### src/rtl/tex_column_requester.sv
`default_nettype none
// +---------------------------------------------------------------------------+
// | Module : tex_column_requester                                             |
// | Walks one screen column per ray. Wall rows fetch texels. Returned pixels  |
// | are realigned with row metadata, and one framebuffer write is made/row.   |
// | Option : define TEX_COLUMN_SHADE_EN to halve y-side wall pixels           |
// | Rev    : 1.0  initial release                                             |
// +---------------------------------------------------------------------------+
module tex_column_requester #(
  parameter int          SCREEN_WIDTH  = 320,
  parameter int          SCREEN_HEIGHT = 180,
  parameter int          TEX_LATENCY   = 2,
  parameter logic [15:0] CEIL_COLOR    = 16'h4208,
  parameter logic [15:0] FLOOR_COLOR   = 16'h8410,
  parameter logic [15:0] FLAT_COLOR    = 16'hF800
) (
  input  logic                             pixel_clk_in,
  input  logic                             rst_in,
  input  logic                             ray_valid_in,
  output logic                             ray_ready_out,
  input  logic [$clog2(SCREEN_WIDTH)-1:0]  ray_hcount_in,
  input  logic [15:0]                      ray_wallX_in,
  input  logic [3:0]                       ray_texture_in,
  input  logic [$clog2(SCREEN_HEIGHT)-1:0] ray_draw_start_in,
  input  logic [$clog2(SCREEN_HEIGHT)-1:0] ray_draw_end_in,
  input  logic                             ray_side_in,
  output logic                             tex_valid_req_out,
  output logic [15:0]                      tex_wallX_out,
  output logic [$clog2(SCREEN_HEIGHT)-1:0] tex_vcount_ray_out,
  output logic [3:0]                       tex_texture_out,
  input  logic [15:0]                      tex_pixel_in,
  output logic                             pix_valid_out,
  output logic [$clog2(SCREEN_WIDTH)-1:0]  pix_hcount_out,
  output logic [$clog2(SCREEN_HEIGHT)-1:0] pix_vcount_out,
  output logic [15:0]                      pix_data_out,
  output logic                             col_done_out
);

  localparam int c_HW = $clog2(SCREEN_WIDTH);
  localparam int c_VW = $clog2(SCREEN_HEIGHT);
  localparam int c_L  = TEX_LATENCY;
  localparam logic [c_VW-1:0] c_V_LAST = c_VW'(SCREEN_HEIGHT - 1);

  // Row class; bit 1 set means the row is part of the wall slice.
  localparam logic [1:0] c_K_CEIL  = 2'd0;
  localparam logic [1:0] c_K_FLOOR = 2'd1;
  localparam logic [1:0] c_K_FLAT  = 2'd2;
  localparam logic [1:0] c_K_TEX   = 2'd3;

  typedef enum logic [1:0] {
    IDLE  = 2'd0,
    FETCH = 2'd1,
    DRAIN = 2'd2
  } state_t;

  state_t          r_state;
  logic [c_VW-1:0] r_v;
  logic [c_VW-1:0] r_start;
  logic [c_VW-1:0] r_end;
  logic [c_HW-1:0] r_hcount;
  logic [15:0]     r_wallx;
  logic [3:0]      r_texture;

  logic            r_pv [0:c_L];
  logic [c_VW-1:0] r_pr [0:c_L];
  logic [1:0]      r_pk [0:c_L];

`ifdef TEX_COLUMN_SHADE_EN
  logic r_side;
  logic r_ps [0:c_L];
`else
  logic w_unused_side;
  assign w_unused_side = ray_side_in;
`endif

  logic [1:0]  w_kind;
  logic        w_pipe_busy;
  logic [15:0] w_base;
  logic [15:0] w_pix;

  always_comb begin
    w_kind = c_K_FLOOR;
    if (r_v < r_start)
      w_kind = c_K_CEIL;
    else if ((r_texture == 4'd0) || (r_v > r_end))
      w_kind = c_K_FLOOR;
    else if ((r_texture >= 4'd3) && (r_texture <= 4'd5))
      w_kind = c_K_TEX;
    else
      w_kind = c_K_FLAT;
  end

  // The last stage is excluded: its row is written on the same edge we leave DRAIN.
  always_comb begin
    w_pipe_busy = 1'b0;
    for (int i = 0; i < c_L; i++)
      w_pipe_busy = w_pipe_busy | r_pv[i];
  end

  always_comb begin
    case (r_pk[c_L])
      c_K_TEX:  w_base = tex_pixel_in;
      c_K_FLAT: w_base = FLAT_COLOR;
      c_K_CEIL: w_base = CEIL_COLOR;
      default:  w_base = FLOOR_COLOR;
    endcase
    w_pix = w_base;
`ifdef TEX_COLUMN_SHADE_EN
    if (r_ps[c_L] && r_pk[c_L][1])
      w_pix = {1'b0, w_base[15:1]} & 16'h7BEF;
`endif
  end

  always_ff @(posedge pixel_clk_in) begin
    if (!rst_in) begin
      r_state            <= IDLE;
      ray_ready_out      <= 1'b1;
      tex_valid_req_out  <= 1'b0;
      tex_wallX_out      <= '0;
      tex_vcount_ray_out <= '0;
      tex_texture_out    <= '0;
      pix_valid_out      <= 1'b0;
      pix_hcount_out     <= '0;
      pix_vcount_out     <= '0;
      pix_data_out       <= '0;
      col_done_out       <= 1'b0;
      r_v                <= '0;
      r_start            <= '0;
      r_end              <= '0;
      r_hcount           <= '0;
      r_wallx            <= '0;
      r_texture          <= '0;
      for (int i = 0; i <= c_L; i++) begin
        r_pv[i] <= 1'b0;
        r_pr[i] <= '0;
        r_pk[i] <= c_K_CEIL;
      end
`ifdef TEX_COLUMN_SHADE_EN
      r_side <= 1'b0;
      for (int i = 0; i <= c_L; i++) r_ps[i] <= 1'b0;
`endif
    end else begin
      for (int i = 1; i <= c_L; i++) begin
        r_pv[i] <= r_pv[i-1];
        r_pr[i] <= r_pr[i-1];
        r_pk[i] <= r_pk[i-1];
`ifdef TEX_COLUMN_SHADE_EN
        r_ps[i] <= r_ps[i-1];
`endif
      end
      r_pv[0]           <= 1'b0;
      tex_valid_req_out <= 1'b0;

      pix_valid_out <= r_pv[c_L];
      col_done_out  <= r_pv[c_L] && (r_pr[c_L] == c_V_LAST);
      if (r_pv[c_L]) begin
        pix_hcount_out <= r_hcount;
        pix_vcount_out <= r_pr[c_L];
        pix_data_out   <= w_pix;
      end

      case (r_state)
        IDLE: begin
          if (ray_valid_in) begin
            r_hcount      <= ray_hcount_in;
            r_wallx       <= ray_wallX_in;
            r_texture     <= ray_texture_in;
            r_start       <= ray_draw_start_in;
            r_end         <= ray_draw_end_in;
`ifdef TEX_COLUMN_SHADE_EN
            r_side        <= ray_side_in;
`endif
            r_v           <= '0;
            ray_ready_out <= 1'b0;
            r_state       <= FETCH;
          end
        end
        FETCH: begin
          r_pv[0] <= 1'b1;
          r_pr[0] <= r_v;
          r_pk[0] <= w_kind;
`ifdef TEX_COLUMN_SHADE_EN
          r_ps[0] <= r_side;
`endif
          if (w_kind == c_K_TEX) begin
            tex_valid_req_out  <= 1'b1;
            tex_wallX_out      <= r_wallx;
            tex_vcount_ray_out <= r_v;
            tex_texture_out    <= r_texture;
          end
          if (r_v == c_V_LAST)
            r_state <= DRAIN;
          else
            r_v <= r_v + 1'b1;
        end
        DRAIN: begin
          if (!w_pipe_busy) begin
            ray_ready_out <= 1'b1;
            r_state       <= IDLE;
          end
        end
        default: begin
          ray_ready_out <= 1'b1;
          r_state       <= IDLE;
        end
      endcase
    end
  end

endmodule
`default_nettype wire
### config.mk
export PLATFORM = sky130hd
export DESIGN_NAME = tex_column_requester
export DESIGN_NICKNAME = d
export VERILOG_FILES = /design/src/rtl/tex_column_requester.sv
export SDC_FILE = /design/constraint.sdc
export NUM_CORES = 1
export LEC_CHECK = 0
export ABC_AREA = 0
export ABC_CLOCK_PERIOD_IN_PS = 2600
export BUFFER_PORTS_ARGS = -buffer_cell sky130_fd_sc_hd__buf_2
export CORE_MARGIN = 8
export CORE_UTILIZATION = 56
export CTS_BUF_LIST = sky130_fd_sc_hd__clkbuf_8
export DETAILED_ROUTE_END_ITERATION = 16
export PLACE_DENSITY = 0.91
export SLEW_MARGIN = 10
export SYNTH_ARGS = -nofsm -noshare
export SYNTH_HDL_FRONTEND = slang
export SYNTH_SLANG_ARGS = --single-unit
### constraint.sdc
create_clock -name pixel_clk_in -period 2.6 [get_ports pixel_clk_in]
set_input_delay 0 -clock pixel_clk_in [delete_from_list [all_inputs] [get_ports pixel_clk_in]]
set_output_delay 0 -clock pixel_clk_in [all_outputs]
set_load 0.005 [all_outputs]
==> flow_summary_export.csv <==
group,metric,value,unit
timing,report.final.hold_viol_count,0,
yosys,synth.top_cells.by_area,"sky130_fd_sc_hd__dfxtp_1, sky130_fd_sc_hd__edfxtp_1, sky130_fd_sc_hd__nand2_1",
yosys,synth_largest_type_area_fraction,39.3,%
power_and_ir_drop,clkPwrFrac,37.1,%
timing,period_needed,2.26,ns
finish,final_nets,931,
yosys,register_area_share_after_synthesis,55.6,%
power_and_ir_drop,power.share.combinational,9.8,%
timing,maxSlewHeadroom,42.2,%
yosys,syn_area_per_cell,9.41,um^2
clocking,cts.sink_count,153,
clocking,clk_latency,0.43,ns
placement,place.detailed.hpwl,9220,um
status,status,"complete, no violations",
grt,grt_pass1_vias,5092,
yosys,synthFlopType,"sky130_fd_sc_hd__dfxtp_1",
power_and_ir_drop,cellInternalPower,3.63,mW
floorplan,core_area,10700,um^2
finish,filler_cell_count,774,
power_and_ir_drop,cellLeakagePower,3.41,nW
timing,finalCritPeriodShare,86.8,%
job,max_cap_viol_count,0,
setup_path,worst_setup_path_start_kind,"flip-flop",
power_and_ir_drop,p_total,4.87,mW
min_path,timing.hold.worst.start,"ray_valid_in",
clocking,cts_root_buffer,"sky130_fd_sc_hd__clkbuf_8",
finish,multi_input_comb_area,2540,um^2
finish,final_core_occ,74.2,%
yosys,synth.lib_cells_used.distinct,38,
route,drt-total-wl,14600,um
power_and_ir_drop,pwr-share-seq,53.1,%
yosys,yosysWarnings,0,
power_and_ir_drop,power.ir.vdd_worst,0.312,mV
setup_path,worstRegToRegCells,7,
floorplan,die_area,14500,um^2
timing,grt_setup_unrepaired,"no",
min_path,worstHoldPathType,"in -> reg",
yosys,yosysMostFrequentCell,"sky130_fd_sc_hd__nand2_1",
finish,sequential_cell_area,3390,um^2
grt,grt_pass1_wl,24000,um
timing,worstMarginPinSlew,0.865,ns
yosys,synthesis.instances,649,
setup_path,timing_worst_setup_path_type,"reg -> reg",
route,detail_route.drc_violations,0,
floorplan,design.portCount,130,
finish,flow.area_growth_from_synthesis,30.5,%
route,num_vias,5108,
yosys,post_synth_instance_area,6110,um^2
timing,max_freq,0.443,GHz
yosys,synth-async-reset-ratio,0,%
timing,finClkSkew,0.0104,ns
grt,grt_util_all_layers,20.2,%
placement,buffer_ports.inserted,128,
floorplan,die-height,120,um
floorplan,die_w,120,um
clocking,post-cts-setup-buffer-count,0,
timing,setup_slack,0.344,ns
yosys,number_of_flops_mapped_to_enable_cells_by_yosys,33,
placement,globalplace.congestion,0.855,
setup_path,critical_path.reg2reg.startpoint,"r_v[0]",
floorplan,num_rows,38,
power_and_ir_drop,power.net_switching,1.24,mW
finish,final_layout_size_suffix_gt1_share,20.2,%
clocking,clock_edge_transition_at_the_registers_on_the_reported_setup_and_hold_paths,0.09,ns
setup_path,arrival,2.61,ns
placement,dpl.cell_count,910,
yosys,post-synth-top-area-cell,"sky130_fd_sc_hd__dfxtp_1",
yosys,synth_seq_cells,153,
grt,globalRoute.totalOverflow,0,
setup_path,worst_ep_required_time,2.95,ns
setup_path,endpoint_kind,"flip-flop",
route,drtAntennaViolNets,0,
setup_path,critical_path.max_fanout,17,
route,detailedRoute.firstPassIterationCount,7,
timing,hold_slack,0.0698,ns
setup_path,r2r-end,"tex_wallX_out[0]",
min_path,worst_hold_path.endpoint,"ray_ready_out",
finish,fin_cells,1006,
clocking,cts_tree,"built",
route,detailedRoute.firstIterationViolations,376,
grt,grt_start_max_net_pins,57,
power_and_ir_drop,switching_share,25.4,%
yosys,yosys-top-cells-count,"sky130_fd_sc_hd__nand2_1, sky130_fd_sc_hd__dfxtp_1, sky130_fd_sc_hd__a21oi_1, sky130_fd_sc_hd__mux2i_1, sky130_fd_sc_hd__nor2_1",
clocking,cts_max_path_buffers,2,
power_and_ir_drop,powerDensity,611,nW/um^2
clocking,cts_made_buffers,17,
route,viasPerCell,5.08,
timing,total_negative_setup_slack,0,ns
route,wl_per_cell,14.6,um
floorplan,initial_core_util,56.8,%
grt,antenna_found_initial,2,
setup_path,rrSetupSlack,0.34,ns
clocking,cts_htree_levels,4,
timing,slew_viol_final,0,
placement,pre_cts_slack,0.394,ns
min_path,holdPathStages,4,
placement,dpl_cell_area,6950,um^2
finish,final_cell_area,7970,um^2
timing,final-setup-viol-count,0,
==> how the worst max path moves through the flow <==
| stage | to | slack [ns] | start |
|---|---|---|---|
| floorplan | tex_valid_req_out | 0.57 | r_v[5] |
| global placement | tex_valid_req_out | 0.44 | r_v[2] |
| detailed placement | tex_texture_out[1] | 0.39 | r_v[2] |
| CTS | tex_wallX_out[0] | 0.38 | r_v[0] |
| global route | tex_wallX_out[0] | 0.20 | r_v[0] |
| finish | tex_wallX_out[0] | 0.34 | r_v[0] |
==> layout by cell type (no fill, tap or decap), drive strengths merged, types with 2 or more instances in the layout <==
cell,synthesis,layout
a211o,3,3
nor4,2,2
o211ai,7,7
buf,7,137
dlygate4sd3,0,61
o21ai,7,7
edfxtp,33,33
clkinv,0,3
nand3,14,14
dfxtp,120,120
ha,16,16
clkbuf,31,17
nand4,5,5
bufinv,0,2
nor2,35,35
nor3,3,3
inv,26,32
xnor2,7,7
clkinvlp,0,4
nand2b,18,18
nand2,154,154
a21oi,72,72
nor2b,4,4
mux2i,44,44
a211oi,2,2
a31oi,3,3
diode,0,3
and2,25,25
conb,1,23
==> metal layers <==
| metal | routed length [um] | track usage, % | up-vias | part of all wire [%] |
|---|---|---|---|---|
| li1 | - | - | 2556 | - |
| met1 | 6140 | 23.0 | 2395 | 42 |
| met2 | 7680 | 36.6 | 143 | 52 |
| met3 | 705 | 5.36 | 14 | 4.8 |
| met4 | 117 | 5.15 | 0 | 0.80 |
| met5 | 0 | 0 | - | 0 |
==> timing repair <==
action	4_1_cts	5_1_grt
hold buffers	61	0
endpoints found under the hold margin	61	0
resized for setup	0	0
==> power groups by stage <==
stage	Clock [mW]	Sequential [mW]	Combinational [mW]
after floorplan	0	2.63	0.257
after global placement	0	2.63	0.386
after detailed placement	0	2.64	0.399
after CTS	1.84	2.58	0.472
after global routing	1.95	2.60	0.529
final	1.81	2.58	0.479
==> sequential cells by signal (all words and copies together) (netlist names) <==
register,count
r_state,2
pix_valid_out,1
r_pv,3
tex_vcount_ray_out,8
col_done_out,1
r_hcount,9
pix_hcount_out,9
pix_vcount_out,8
r_wallx,16
pix_data_out,16
r_pr,24
tex_wallX_out,16
r_pk,6
r_end,8
r_texture,4
ray_ready_out,1
tex_texture_out,4
r_v,8
tex_valid_req_out,1
r_start,8
==> logic make-up after synthesis <==
family / count (synthesis) / share of synthesized area [%]
AO/OA/AOI/OAI: 100 / 9.52
XOR/XNOR: 7 / 1.00
buffers and inverters: 64 / 4.34
AND/OR/NAND/NOR: 264 / 19.0
multiplexers: 44 / 7.21
other: 1 / 0.0614
adder cells (fa/ha/maj): 16 / 3.28
flip-flops: 153 / 55.6
==> worst max-delay path, cell delays in order, from the launching register on <==
cell and delay, ns:
sky130_fd_sc_hd__dfxtp_1 0.47, sky130_fd_sc_hd__inv_1 0.10, sky130_fd_sc_hd__ha_1 0.29, sky130_fd_sc_hd__nand4_1 0.11, sky130_fd_sc_hd__o21ai_0 0.36, sky130_fd_sc_hd__and4_2 0.31, sky130_fd_sc_hd__buf_4 0.29, sky130_fd_sc_hd__mux2i_1 0.25
==> cell type report <==
cell class              count  share of cell area [%]
flip-flops and latches    153                    42.6
repair buffers            198                    17.0
multi-input cells         454                    31.9
clock inverters            15                    2.07
inverters                  26                    1.22
diodes                      3                  0.0942
clock buffers              17                    2.94
well taps                 140                    2.20
Note: power is estimated with default switching activity, not from simulation.
